<file path="src/rtl/datapath_if.sv">
// Control/data bundle between the controller and the datapath.
// There is no handshake: the control word is a plain per-cycle bundle,
// sampled by the datapath on every rising clock edge.
// master = controller side (drives control + memory read data),
// slave  = datapath side (drives register read values, ALU result, zero flag).
interface datapath_if #(
   parameter int DATA_W = 16,
   parameter int ADDR_W = 4
);
   logic              RF_s;
   logic [ADDR_W-1:0] RF_W_addr;
   logic              RF_W_en;
   logic [ADDR_W-1:0] RF_Ra_addr;
   logic [ADDR_W-1:0] RF_Rb_addr;
   logic [2:0]        ALU_s;
   logic [DATA_W-1:0] mem_rd_data;
   logic [DATA_W-1:0] mem_wr_data;
   logic [DATA_W-1:0] Ra_data;
   logic [DATA_W-1:0] Rb_data;
   logic [DATA_W-1:0] alu_out;
   logic              zero_flag;

   modport master (
      output RF_s, RF_W_addr, RF_W_en, RF_Ra_addr, RF_Rb_addr, ALU_s, mem_rd_data,
      input  mem_wr_data, Ra_data, Rb_data, alu_out, zero_flag
   );

   modport slave (
      input  RF_s, RF_W_addr, RF_W_en, RF_Ra_addr, RF_Rb_addr, ALU_s, mem_rd_data,
      output mem_wr_data, Ra_data, Rb_data, alu_out, zero_flag
   );
endinterface

</file>
<file path="src/rtl/datapath.sv">
// Execution half of the processor: 2**ADDR_W-entry register file with two
// combinational read ports, 8-function ALU, write-back mux (memory vs ALU)
// and a registered zero flag updated only by ALU write-backs.
// Optional feature: define DATAPATH_RF_BYPASS_EN to forward load (RF_s=1)
// write-back data onto a read port addressing the register being written.
// ALU write-backs are never forwarded, which keeps the ALU out of a loop.
module datapath #(
   parameter int DATA_W = 16,
   parameter int ADDR_W = 4
) (
   input logic         clk,
   input logic         n_rst,
   datapath_if.slave   bus
);
   localparam int N_REGS = 1 << ADDR_W;
   localparam logic [DATA_W-1:0] ONE = DATA_W'(1);

   logic [DATA_W-1:0] regs_q [N_REGS];
   logic [DATA_W-1:0] regs_d [N_REGS];
   logic              zero_q;
   logic              zero_d;
   logic [DATA_W-1:0] ra_val;
   logic [DATA_W-1:0] rb_val;
   logic [DATA_W-1:0] alu_res;
   logic [DATA_W-1:0] wb_val;

   // Read ports: stored contents, optionally overridden by an in-flight load.
   always_comb begin
      ra_val = regs_q[bus.RF_Ra_addr];
      rb_val = regs_q[bus.RF_Rb_addr];
`ifdef DATAPATH_RF_BYPASS_EN
      if (bus.RF_W_en && bus.RF_s && (bus.RF_Ra_addr == bus.RF_W_addr)) begin
         ra_val = bus.mem_rd_data;
      end
      if (bus.RF_W_en && bus.RF_s && (bus.RF_Rb_addr == bus.RF_W_addr)) begin
         rb_val = bus.mem_rd_data;
      end
`else
      // Without forwarding, a write becomes visible on the next cycle only.
`endif
   end

   // ALU: all results wrap modulo 2**DATA_W, no carry or overflow out.
   always_comb begin
      alu_res = ra_val;
      case (bus.ALU_s)
         3'd0: alu_res = ra_val;
         3'd1: alu_res = ra_val + rb_val;
         3'd2: alu_res = ra_val - rb_val;
         3'd3: alu_res = ra_val & rb_val;
         3'd4: alu_res = ra_val | rb_val;
         3'd5: alu_res = ra_val ^ rb_val;
         3'd6: alu_res = ~ra_val;
         3'd7: alu_res = ra_val + ONE;
      endcase
   end

   // Write-back selection and next-state for register file and zero flag.
   always_comb begin
      wb_val = bus.RF_s ? bus.mem_rd_data : alu_res;
      regs_d = regs_q;
      zero_d = zero_q;
      if (bus.RF_W_en) begin
         regs_d[bus.RF_W_addr] = wb_val;
         if (!bus.RF_s) begin
            zero_d = (alu_res == '0);
         end
      end
   end

   // State registers; asynchronous reset clears every register and the flag.
   always_ff @(posedge clk or negedge n_rst) begin
      if (!n_rst) begin
         for (int i = 0; i < N_REGS; i++) begin
            regs_q[i] <= '0;
         end
         zero_q <= 1'b0;
      end else begin
         regs_q <= regs_d;
         zero_q <= zero_d;
      end
   end

   assign bus.Ra_data     = ra_val;
   assign bus.Rb_data     = rb_val;
   assign bus.mem_wr_data = ra_val;
   assign bus.alu_out     = alu_res;
   assign bus.zero_flag   = zero_q;
endmodule

</file>
<file path="src/flat_wrapper.sv">
// flat-port wrapper written by rule: the top's interface ports become plain ports
module datapath_flat 
#(
   parameter int DATA_W = 16,
   parameter int ADDR_W = 4
)
  (clk, n_rst, bus_RF_s, bus_RF_W_addr, bus_RF_W_en, bus_RF_Ra_addr, bus_RF_Rb_addr, bus_ALU_s, bus_mem_rd_data, bus_mem_wr_data, bus_Ra_data, bus_Rb_data, bus_alu_out, bus_zero_flag);
  datapath_if #(.DATA_W(DATA_W), .ADDR_W(ADDR_W)) bus_i ();
  input logic clk;
  input logic n_rst;
  input wire logic [$bits(bus_i.RF_s)-1:0] bus_RF_s;
  input wire logic [$bits(bus_i.RF_W_addr)-1:0] bus_RF_W_addr;
  input wire logic [$bits(bus_i.RF_W_en)-1:0] bus_RF_W_en;
  input wire logic [$bits(bus_i.RF_Ra_addr)-1:0] bus_RF_Ra_addr;
  input wire logic [$bits(bus_i.RF_Rb_addr)-1:0] bus_RF_Rb_addr;
  input wire logic [$bits(bus_i.ALU_s)-1:0] bus_ALU_s;
  input wire logic [$bits(bus_i.mem_rd_data)-1:0] bus_mem_rd_data;
  output wire logic [$bits(bus_i.mem_wr_data)-1:0] bus_mem_wr_data;
  output wire logic [$bits(bus_i.Ra_data)-1:0] bus_Ra_data;
  output wire logic [$bits(bus_i.Rb_data)-1:0] bus_Rb_data;
  output wire logic [$bits(bus_i.alu_out)-1:0] bus_alu_out;
  output wire logic [$bits(bus_i.zero_flag)-1:0] bus_zero_flag;
  assign bus_i.RF_s = bus_RF_s;
  assign bus_i.RF_W_addr = bus_RF_W_addr;
  assign bus_i.RF_W_en = bus_RF_W_en;
  assign bus_i.RF_Ra_addr = bus_RF_Ra_addr;
  assign bus_i.RF_Rb_addr = bus_RF_Rb_addr;
  assign bus_i.ALU_s = bus_ALU_s;
  assign bus_i.mem_rd_data = bus_mem_rd_data;
  assign bus_mem_wr_data = bus_i.mem_wr_data;
  assign bus_Ra_data = bus_i.Ra_data;
  assign bus_Rb_data = bus_i.Rb_data;
  assign bus_alu_out = bus_i.alu_out;
  assign bus_zero_flag = bus_i.zero_flag;
  datapath #(.DATA_W(DATA_W), .ADDR_W(ADDR_W)) u_core (.clk(clk), .n_rst(n_rst), .bus(bus_i));
endmodule
</file>
<file path="config.mk">
export PLATFORM = sky130hd
export DESIGN_NAME = datapath_flat
export DESIGN_NICKNAME = d
export VERILOG_FILES = /design/src/rtl/datapath_if.sv /design/src/rtl/datapath.sv /design/src/flat_wrapper.sv
export SDC_FILE = /design/constraint.sdc
export NUM_CORES = 1
export LEC_CHECK = 0
export CAP_MARGIN = 20
export CORE_MARGIN = 2
export CORE_UTILIZATION = 60
export CTS_BUF_LIST = sky130_fd_sc_hd__clkbuf_8
export CTS_CLUSTER_SIZE = 20
export DETAILED_ROUTE_END_ITERATION = 8
export PLACE_DENSITY = 0.82
export SKIP_LAST_GASP = 1
export SYNTH_ARGS = -nofsm -noshare
export SYNTH_HDL_FRONTEND = slang
export SYNTH_SLANG_ARGS = --single-unit
</file>
<file path="constraint.sdc">
create_clock -name clk -period 8.6 [get_ports clk]
set_input_delay 1.72 -clock clk [delete_from_list [all_inputs] [get_ports clk]]
set_output_delay 1.72 -clock clk [all_outputs]
set_load 0.02 [all_outputs]
</file>
==> summary.txt, run 1 <==
Leak - 7.98 nW
Setup-failing EPs final - 0
post-DR vias/cell - 6.82
CP startpoint kind - input pin
CTS sink count - 257
Min Clock Period, post-route - 8.41 ns
Max Clk Rate - 119 MHz
Yosys Warn Count - 0
reg-to-reg endpoint - u_core.regs_q[142]
initial antenna violation count - 0
CP Max Fanout - 8
PwrDens - 292 nW/um^2
worst-margin pin slew - 0.960 ns
largest net degree at the start of global routing - 143
WP buf/inv - 5
GRT Total Usage - 35.1%
VDD IR max - 0.000124 V
final hold viol count - 0
starting density of the core - 60.5%
Mapped Area - 16,200 um^2
final wirelength - 49,000 um
Inserted Diodes - 0
Crit path required time - 6.88 ns
CTS clk-pin slew, worst paths - 0.06 ns
Hold Path End - u_core.regs_q[91]
slowest cell delay on critical path - 0.58 ns
unrepaired setup endpoints after global routing - true
I/O pin count - 100
flop2flop setup slack - 3.35 ns
Wirelength per Cell - 24.2 um
setup bufs post-CTS - 0
Post-route DRC - 0
status - complete, no violations
Synth async-reset ratio - 100%
latest clock arrival within the worst-skew pair - 0.58 ns
IO Port Bufs - 99
clk root buf - clkbuf_8
worst path cell trace - clkdlybuf4s50_1, buf_4, inv_1, a221oi_2, a21oi_2, o211a_1, a31oi_1, xnor2_1, nor2_1, ha_1, a21o_1, or3_1, o2111ai_1, a311oi_2, or3_1, a311oi_1, o22a_1, inv_1, clkdlybuf4s50_1
Mapped Nets - 1,650
Routability Congestion - 0.961
die span in x - 168 um
Setup Total Neg Slack - 0 ns
Final HPWL DP - 33,200 um
period utilization - 97.8%
share of cells above drive strength 1 - 20.4%
Main synth FF type - dfrtp_1
DRT antenna net count - 0
Mapped Avg Cell Area - 10.4 um^2
Reg area - 6430 um^2
Pre-antenna DRT Iters - 8
worst min path class - reg -> reg
CP Class - in -> out
Final #Nets - 1,738
first-pass GRT wire length - 76,300 um
row cnt - 60
crit path DAT - 6.69 ns
count of pins over their slew limit - 0
reg2reg start - u_core.regs_q[64]
reg2reg path depth - 21
CTS tree - done
number of max-cap violations - 0
Slew HR - 35.9%
CTS Buf Count - 42
Die ar. - 28,300 um^2
Core ar. - 26,700 um^2
Worst path top cell family by delay - compound AO/OA/AOI/OAI gates
Die Y - 168 um
number of global-route vias before repair - 13,600
Cell variety after synth - 70
worst hold slack - 0.501 ns
hold path start - u_core.regs_q[91]
fillcell total - 1,820
highest-delay cell along the critical path - clkdlybuf4s50_1
register bit total from synthesis - 257
Post-synth EDFFs - 0
H-tree depth - 2
Layout Area Growth over Synthesis - 15.4%
gr ovfl total - 0
Cells after Synth - 1,563
multi-input logic area - 8970 um^2
Max Root-Sink Buffers - 3
Iter 0 DRT Violations - 1,910
Vias - 13,800
share of the yosys chip area belonging to registers - 39.8%
Final Skew - 0.0426 ns
Worst setup EP type - output port
Hold Crit Depth - 2
final cells by class:
class                      count  share of cell area [%]
tap                          341                    2.29
sequential                   257                    34.5
clock inverter                23                   0.912
multi-input combinational   1111                    48.1
timing repair buffer         190                    9.38
clock buffer                  53                    3.91
inverter                      49                   0.985
cells in the final DEF, fill, tap and decap left out, types with 12 or more instances in the layout:
master             n
nor2_1           176
dfrtp_1          257
mux2i_1           34
a221oi_1          12
clkbuf_8          53
o21ai_0          169
nor2b_1           13
clkdlybuf4s50_1   94
buf_4             86
ha_1              51
mux4_2           129
xnor2_1           20
o31ai_1           12
a21oi_1          145
nand2_1          147
inv_1             61
logic make-up after synthesis:
family	after synthesis	synth area share (%)
compound gates	445	16.5
simple gates	409	10.7
flops	257	39.8
buf+inv	195	5.31
mux	183	22.5
fa+ha+maj	52	4.07
xor+xnor	22	1.19
per-layer routing:
| layer | track usage [%] | vias to the layer above | part of all wire [%] |
|---|---|---|---|
| li1 | - | 5909 | - |
| met1 | 47.1 | 6761 | 38 |
| met2 | 54.8 | 954 | 46 |
| met3 | 9.36 | 171 | 12 |
| met4 | 14.7 | 0 | 4.1 |
| met5 | 0 | - | 0 |
worst max path at each step:
stage                     cells past startpoint  slack [ns]               to         startpoint
after floorplan                              21        0.62  bus_alu_out[15]  bus_RF_Rb_addr[0]
after global placement                       20        0.14  bus_alu_out[14]  bus_RF_Rb_addr[2]
after detailed placement                     20        0.04  bus_alu_out[14]  bus_RF_Rb_addr[2]
after CTS                                    20        0.03  bus_alu_out[14]  bus_RF_Rb_addr[2]
after global routing                         23       -0.17  bus_alu_out[15]  bus_RF_Rb_addr[2]
final                                        19        0.19  bus_alu_out[12]  bus_RF_Rb_addr[3]
synth_stat cells, types with 3 or more instances:
master	n	area, um^2
buf_2	10	50.1
o211a_1	4	40.0
mux2_2	9	101
dfrtp_1	257	6430
a22o_1	3	26.3
nor3_1	12	60.1
or3_1	4	25.0
buf_4	18	135
a221o_1	7	70.1
mux4_2	129	2910
nor2b_1	13	81.3
buf_6	4	45.0
xnor2_1	20	175
a21o_1	4	30.0
a221oi_1	16	140
o21ai_0	171	856
a211oi_1	9	67.6
nand4_1	4	25.0
buf_1	14	52.6
nor4_1	3	18.8
and2_1	4	25.0
o211ai_1	5	37.5
a22oi_1	11	82.6
or2_2	5	31.3
inv_1	48	180
o31ai_1	12	90.1
a21oi_1	146	731
nand2b_1	11	68.8
nor2_1	185	694
ha_1	51	638
mux4_1	10	263
mux2i_1	34	340
o21a_1	8	60.1
clkbuf_1	99	372
a31oi_1	10	62.6
nand3_1	11	55.1
and3_1	3	18.8
o22a_1	3	26.3
a21oi_2	9	78.8
nand2_1	147	552
o22ai_1	3	18.8
per-stage QoR:
stage          power [mW]  area [um^2]  utilization [%]  std cells  worst slack, ns
3_5_place_dp         4.25        17700             66.2       1946           0.0442
4_1_cts              5.38        18600             69.6       2022           0.0254
3_3_place_gp         4.15        17700             66.2       1944            0.137
5_1_grt              5.74        18700             69.8       2024           -0.170
6_report             5.45        18700             69.8       2024            0.193
2_1_floorplan        3.41        16200                -       1563            0.616
repair_timing:
item / CTS / global route
resized for setup: 0 / 13
hold buffers: 0 / 0
setup endpoints to repair: 0 / 4
state kept, by name (all words and copies together) (netlist names):
signal	cells
u_core.bus.zero_flag	1
u_core.regs_q	256
power by group:
part	internal (mW)	switching (mW)	total (mW)	leakage [nW]
logic	1.13	1.32	2.45	4.36
clock network	0.621	0.512	1.13	0.509
registers	1.58	0.290	1.87	3.11
worst min-delay path: cells and delay by family (launching register included):
family | cells | cell delay, ns
flip-flops | 1 | 0.36
AO/OA/AOI/OAI | 1 | 0.06
AND/OR/NAND/NOR | 1 | 0.05
(Power assumes the default switching activity.)
==> inputs of run 2 (changes only) <==
--- a/config.mk
+++ b/config.mk
@@ -11,7 +11,7 @@
 export CTS_BUF_LIST = sky130_fd_sc_hd__clkbuf_8
 export CTS_CLUSTER_SIZE = 20
 export DETAILED_ROUTE_END_ITERATION = 8
-export PLACE_DENSITY = 0.82
+export PLACE_DENSITY = 0.77
 export SKIP_LAST_GASP = 1
 export SYNTH_ARGS = -nofsm -noshare
 export SYNTH_HDL_FRONTEND = slang
==> summary.txt, run 2 (synthesis gave the netlist of run 1 again) <==
Pre-antenna DRT Iters - 5 (-3)
CP Class - in -> out
final hold viol count - 0 (unchanged)
hold buffers post-CTS - 0 (unchanged)
unrepaired setup endpoints after global routing - false
share of cells above drive strength 1 - 20.4% (-0.023 points)
PwrDens - 291 nW/um^2 (-0.27%)
max reg flops - 256 (unchanged)
commonest non-fill, non-tap cell in the layout - dfrtp_1
GRT Total Usage - 35.1% (about the same)
most frequent cells in the layout - 257 x dfrtp_1, 176 x nor2_1, 169 x o21ai_0, 147 x nand2_1, 146 x a21oi_1
fin cells - 2,022 (-0.099%)
gr ovfl total - 0 (unchanged)
Leak - 7.94 nW (-0.42%)
worst-margin pin slew - 1.02 ns (+0.0632 ns)
DRT antenna net count - 0 (unchanged)
Iter 0 DRT Violations - 2,072 (+8.5%)
Crit path required time - 6.88 ns (about the same)
placed insts - 1,948 (+0.10%)
Pwr Total - 5.42 mW (-0.53%)
first-pass GRT wire length - 76,200 um (about the same)
crit path DAT - 6.64 ns (-0.05 ns)
Routability Congestion - 1.05 (+8.8%)
CTS Buf Count - 43 (+2.4%)
status - complete, no violations
CP startpoint kind - input pin
Vias - 13,800 (-0.10%)
DP Worst Slack - -0.0523 ns (-0.0965 ns)
Min Clock Period, post-route - 8.36 ns (-0.0465 ns)
Core ar. - 26,700 um^2 (unchanged)
die span in x - 168 um (unchanged)
row cnt - 60 (unchanged)
CTS sink count - 257 (unchanged)
Final Skew - 0.0333 ns (-0.00923 ns)
worst min path class - reg -> reg
Setup-failing EPs final - 0 (unchanged)
largest net degree at the start of global routing - 175 (+22%)
final wirelength - 49,200 um (+0.38%)
Final #Nets - 1,739 (+0.058%)
VDD IR max - 0.000110 V (-11%)
Slew HR - 29.8% (-6.1 points)
count of pins over their slew limit - 0 (unchanged)
I/O pin count - 100 (unchanged)
Layout Area Growth over Synthesis - 15.1%
Die Y - 168 um (unchanged)
period utilization - 97.2% (-0.54 points)
Worst setup EP type - output port
starting density of the core - 60.5% (unchanged)
clk root buf - clkbuf_8
CP Max Fanout - 21 (+13)
Die ar. - 28,300 um^2 (unchanged)
Most flops, register - u_core.regs_q
Setup Total Neg Slack - 0 ns (unchanged)
Wirelength per Cell - 24.3 um (+0.48%)
CTS clk-pin slew, worst paths - 0.06 ns (about the same)
Max Root-Sink Buffers - 3 (unchanged)
Post-route DRC - 0 (unchanged)
H-tree depth - 2 (unchanged)
fillcell total - 1,886 (+3.6%)
latest clock arrival within the worst-skew pair - 0.57 ns (about the same)
final worst setup slack - 0.239 ns (+0.0465 ns)
IO Port Bufs - 99 (unchanged)
initial antenna violation count - 1 (+1)
post-DR vias/cell - 6.82 (about the same)
setup bufs post-CTS - 0 (unchanged)
CTS tree - done
number of global-route vias before repair - 13,300 (-1.8%)
Max Clk Rate - 120 MHz (+0.56%)
number of max-cap violations - 0 (unchanged)
Final HPWL DP - 33,700 um (+1.6%)
[run 2: changes by cell type in the layout (fill, tap and decap cells not counted), moves of 4 or more]
cell and delta:
clkinv_2 +4, inv_1 -4, a221oi_2 -5, a221oi_1 +4
[run 2: area by class of cell]
type                       instances  area (um^2)  share of cell area (%)
antenna                            1         2.50                  0.0134
clock buffer                      52          716                    3.84
tap                              341          427                    2.29
clock inverter                    21          143                   0.766
sequential                       257         6430                    34.5
multi-input combinational       1111         8970                    48.2
inverter                          49          184                   0.988
timing repair buffer             190         1740                    9.36
[run 2: worst max-delay path, stage by stage]
cell and delay [ns]:
clkdlybuf4s50_1 0.50, buf_12 0.19, and2_1 0.31, a22oi_1 0.17, nand2_1 0.11, inv_1 0.08
ha_1 0.23, or3_1 0.37, a21oi_1 0.18, ha_1 0.29, nor2b_1 0.15, o21a_1 0.19
o211a_1 0.24, o2111ai_2 0.25, a311oi_2 0.17, or3_1 0.35, a311oi_1 0.30, o22a_1 0.25
inv_1 0.06, clkdlybuf4s50_1 0.53
[run 2: final timing paths]
kind | from | endpoint | slack (ns) | cells after the start
max in group asynchronous | n_rst | u_core.regs_q[168] | 6.11 | 2
min reg2reg | u_core.regs_q[220] | u_core.regs_q[220] | 0.49 | 2
max reg2reg | u_core.regs_q[196] | u_core.regs_q[125] | 3.21 | 19
max | bus_RF_Rb_addr[2] | bus_alu_out[12] | 0.24 | 20
min in group asynchronous | n_rst | u_core.regs_q[45] | 1.11 | 1
min | u_core.regs_q[220] | u_core.regs_q[220] | 0.49 | 2
[run 2: layer usage]
| metal | vias to the layer above | part of all wire, % | GRT usage (%) | routed length, um |
|---|---|---|---|---|
| met4 | 0 | 4.0 | 13.7 | 1950 |
| met5 | - | 0 | 0 | 0 |
| met1 | 6788 | 38 | 49.3 | 18800 |
| li1 | 5897 | - | - | - |
| met3 | 153 | 12 | 6.89 | 5730 |
| met2 | 943 | 46 | 54.7 | 22700 |
[run 2: where the power goes]
group          internal [mW]  switching, mW
clock network          0.582          0.509
registers               1.58          0.290
logic                   1.14           1.32
[run 2: repair_timing]
action                                  CTS  global route
gates resized for setup                   1            11
endpoints found under the setup margin    1             3
gates cloned                              0             0
[run 2: per-stage QoR]
stage	hold WS (ns)	util (%)	area, um^2
2_1_floorplan	0.458	-	16200
3_3_place_gp	0.475	66.2	17700
3_5_place_dp	0.486	66.2	17700
4_1_cts	0.500	69.4	18600
5_1_grt	0.518	69.7	18600
6_report	0.495	69.7	18600
==> inputs of run 3 (changes only) <==
--- a/config.mk
+++ b/config.mk
@@ -5,7 +5,9 @@
 export SDC_FILE = /design/constraint.sdc
 export NUM_CORES = 1
 export LEC_CHECK = 0
+export ABC_AREA = 1
 export CAP_MARGIN = 20
+export CORE_ASPECT_RATIO = 1.25
 export CORE_MARGIN = 2
 export CORE_UTILIZATION = 60
 export CTS_BUF_LIST = sky130_fd_sc_hd__clkbuf_8
==> summary.txt, run 3 <==
status - complete, no violations
flop2flop setup slack - 3.69 ns (+0.48 ns)
Hold Path End - u_core.regs_q[223]
Slew HR - 25.0% (-4.9 points)
final core occ - 67.8% (-1.9 points)
Yosys Warn Count - 0 (unchanged)
GRT Total Usage - 39.4% (+4.4 points)
worst-margin pin slew - 1.12 ns (+0.101 ns)
Crit path required time - 6.88 ns (about the same)
leading area contributor after synthesis - dfrtp_1
Final #Nets - 2,661 (+53%)
Final HPWL DP - 38,700 um (+15%)
I/O pin count - 100 (unchanged)
CTS tree - done
clk root buf - clkbuf_8
Max Clk Rate - 122 MHz (+2.0%)
period utilization - 95.3% (-1.9 points)
hold buffers post-CTS - 0 (unchanged)
count leader, synth - nand2_1
CP Max Fanout - 33 (+57%)
PwrDens - 221 nW/um^2 (-24%)
Setup-failing EPs final - 0 (unchanged)
CP startpoint kind - input pin
die span in x - 156 um (-7.0%)
reg2reg start - u_core.regs_q[96]
top cells by area, synth - dfrtp_1 37%, nand2_1 15%, o21ai_0 10%
Max Root-Sink Buffers - 3 (unchanged)
post-DR vias/cell - 6.08 (-11%)
top cells by count, synth - 717 x nand2_1, 361 x o21ai_0, 328 x inv_1, 257 x dfrtp_1, 250 x nand3_1
Worst setup EP type - output port
Mapped Area - 17,400 um^2 (+7.7%)
Die ar. - 30,400 um^2 (+7.5%)
reg2reg path depth - 30 (+11)
Most flops, register - u_core.regs_q
sequential power share - 38.8% (+4.4 points)
Setup Total Neg Slack - 0 ns (unchanged)
final wirelength - 59,600 um (+21%)
unrepaired setup endpoints after global routing - false
number of max-cap violations - 0 (unchanged)
Main synth FF type - dfrtp_1
CP Class - in -> out
max reg flops - 256 (unchanged)
H-tree depth - 2 (unchanged)
setup bufs post-CTS - 0 (unchanged)
Final Skew - 0.0258 ns (-0.00752 ns)
initial antenna violation count - 1 (unchanged)
Sw Pwr - 1.64 mW (-23%)
Pre-antenna DRT Iters - 7 (+2)
starting density of the core - 61.1% (+0.61 points)
final worst setup slack - 0.406 ns (+0.167 ns)
crit path DAT - 6.47 ns (-0.17 ns)
Vias - 18,000 (+31%)
Inserted Diodes - 0 (-1)
row cnt - 69 (+15%)
fillcell total - 2,499 (+33%)
Post-synth EDFFs - 0 (unchanged)
worst min path class - reg -> reg
Min Clock Period, post-route - 8.19 ns (-0.167 ns)
Post-route DRC - 0 (unchanged)
largest net degree at the start of global routing - 160 (-8.6%)
latest clock arrival within the worst-skew pair - 0.58 ns (about the same)
IO Port Bufs - 99 (unchanged)
commonest non-fill, non-tap cell in the layout - nand2_1
Cells after Synth - 2,552 (+63%)
first-pass GRT wire length - 92,700 um (+22%)
Net Sw Frac - 38.3% (-0.87 points)
share of the yosys chip area belonging to registers - 36.9% (-2.8 points)
Cell variety after synth - 48 (-31%)
CTS Buf Count - 42 (-2.3%)
CTS sink count - 257 (unchanged)
Synth top area share - 36.9% (-2.8 points)
reg-to-reg endpoint - u_core.bus.zero_flag
number of global-route vias before repair - 17,000 (+28%)
DP Worst Slack - 0.446 ns (+0.498 ns)
gr ovfl total - 0 (unchanged)
hold path start - u_core.regs_q[223]
Int Power - 2.63 mW (-20%)
Leak - 9.32 nW (+17%)
Synth async-reset ratio - 100% (unchanged)
VDD IR max - 0.000112 V (+1.3%)
DRT antenna net count - 0 (unchanged)
Wirelength per Cell - 20.1 um (-17%)
Mapped Nets - 2,639 (+60%)
share of cells above drive strength 1 - 7.22% (-13 points)
Pwr Total - 4.27 mW (-21%)
Hold Crit Depth - 2 (unchanged)
combinational share of power - 35.4% (-10 points)
post-CTS sizing - 0 (-1)
register bit total from synthesis - 257 (unchanged)
Layout Area Growth over Synthesis - 10.8%
Routability Congestion - 0.978 (-6.5%)
final hold viol count - 0 (unchanged)
CTS clk-pin slew, worst paths - 0.06 ns (about the same)
most frequent cells in the layout - 717 x nand2_1, 360 x o21ai_0, 343 x inv_1, 257 x dfrtp_1, 250 x nand3_1
count of pins over their slew limit - 0 (unchanged)
Die Y - 195 um (+16%)
Mapped Avg Cell Area - 6.83 um^2 (-34%)
Iter 0 DRT Violations - 2,375 (+15%)
Core ar. - 28,500 um^2 (+6.6%)
clock group share of total power - 25.9% (+5.8 points)
[run 3: layout make-up]
type | instances | area, um^2 | share of cell area [%]
Clock buffer | 55 | 757 | 3.92
Clock inverter | 19 | 101 | 0.525
Multi-Input combinational cell | 1771 | 8730 | 45.2
Timing Repair Buffer | 171 | 1600 | 8.28
Tap cell | 355 | 444 | 2.30
Inverter | 331 | 1240 | 6.45
Sequential cell | 257 | 6430 | 33.3
[run 3: critical path, cell delays in order]
cell,delay [ns]
clkdlybuf4s50_1,0.55
buf_12,0.25
nand3_1,0.13
nand3_1,0.10
nand2_1,0.15
inv_1,0.18
ha_1,0.18
nand3_1,0.12
nor3_2,0.22
nor2_1,0.11
o21ai_0,0.16
a21oi_1,0.06
ha_1,0.35
a21o_1,0.21
a21boi_0,0.17
nand3_1,0.19
nand3_1,0.13
nand2_1,0.13
a21oi_1,0.18
or2_2,0.13
nand3_1,0.05
a32oi_1,0.32
clkdlybuf4s50_1,0.66
[run 3: power by group through the flow]
stage / combinational, mW / clock, mW / sequential (mW)
6_report: 1.51 / 1.10 / 1.66
4_1_cts: 1.47 / 1.11 / 1.65
2_1_floorplan: 1.03 / 0 / 1.63
3_3_place_gp: 1.43 / 0 / 1.66
5_1_grt: 1.68 / 1.17 / 1.68
3_5_place_dp: 1.46 / 0 / 1.67
[run 3: cell families after synthesis]
kind of cell             synth area share, %
XOR/XNOR                               0.101
AND/OR/NAND/NOR                         25.9
adder cells (fa/ha/maj)                 3.78
flip-flops                              36.9
buffers and inverters                   13.3
AO/OA/AOI/OAI                           20.1
[run 3: through the flow]
step	cell area (um^2)	instances	hold slack, ns
2_1_floorplan	17400	2552	0.449
3_3_place_gp	18400	2883	0.468
3_5_place_dp	18400	2884	0.467
4_1_cts	19300	2958	0.483
5_1_grt	19300	2959	0.519
6_report	19300	2959	0.480
[run 3: worst max-delay path by stage]
stage	start	to	slack (ns)	cells past startpoint
6_report	bus_RF_Rb_addr[2]	bus_alu_out[13]	0.41	23
5_1_grt	bus_RF_Rb_addr[0]	bus_alu_out[14]	0.04	28
4_1_cts	bus_RF_Rb_addr[2]	bus_alu_out[13]	0.44	23
3_5_place_dp	bus_RF_Rb_addr[2]	bus_alu_out[13]	0.45	23
3_3_place_gp	bus_RF_Rb_addr[2]	bus_alu_out[14]	0.54	26
2_1_floorplan	bus_RF_Rb_addr[0]	bus_alu_out[13]	1.72	24
[run 3: per-layer routing]
metal,share of wire (%),up-vias,GRT usage (%)
met4,6.5,2,23.8
li1,-,8339,-
met5,0.022,-,0
met2,45,1099,61.3
met1,37,8298,50.9
met3,11,260,7.67
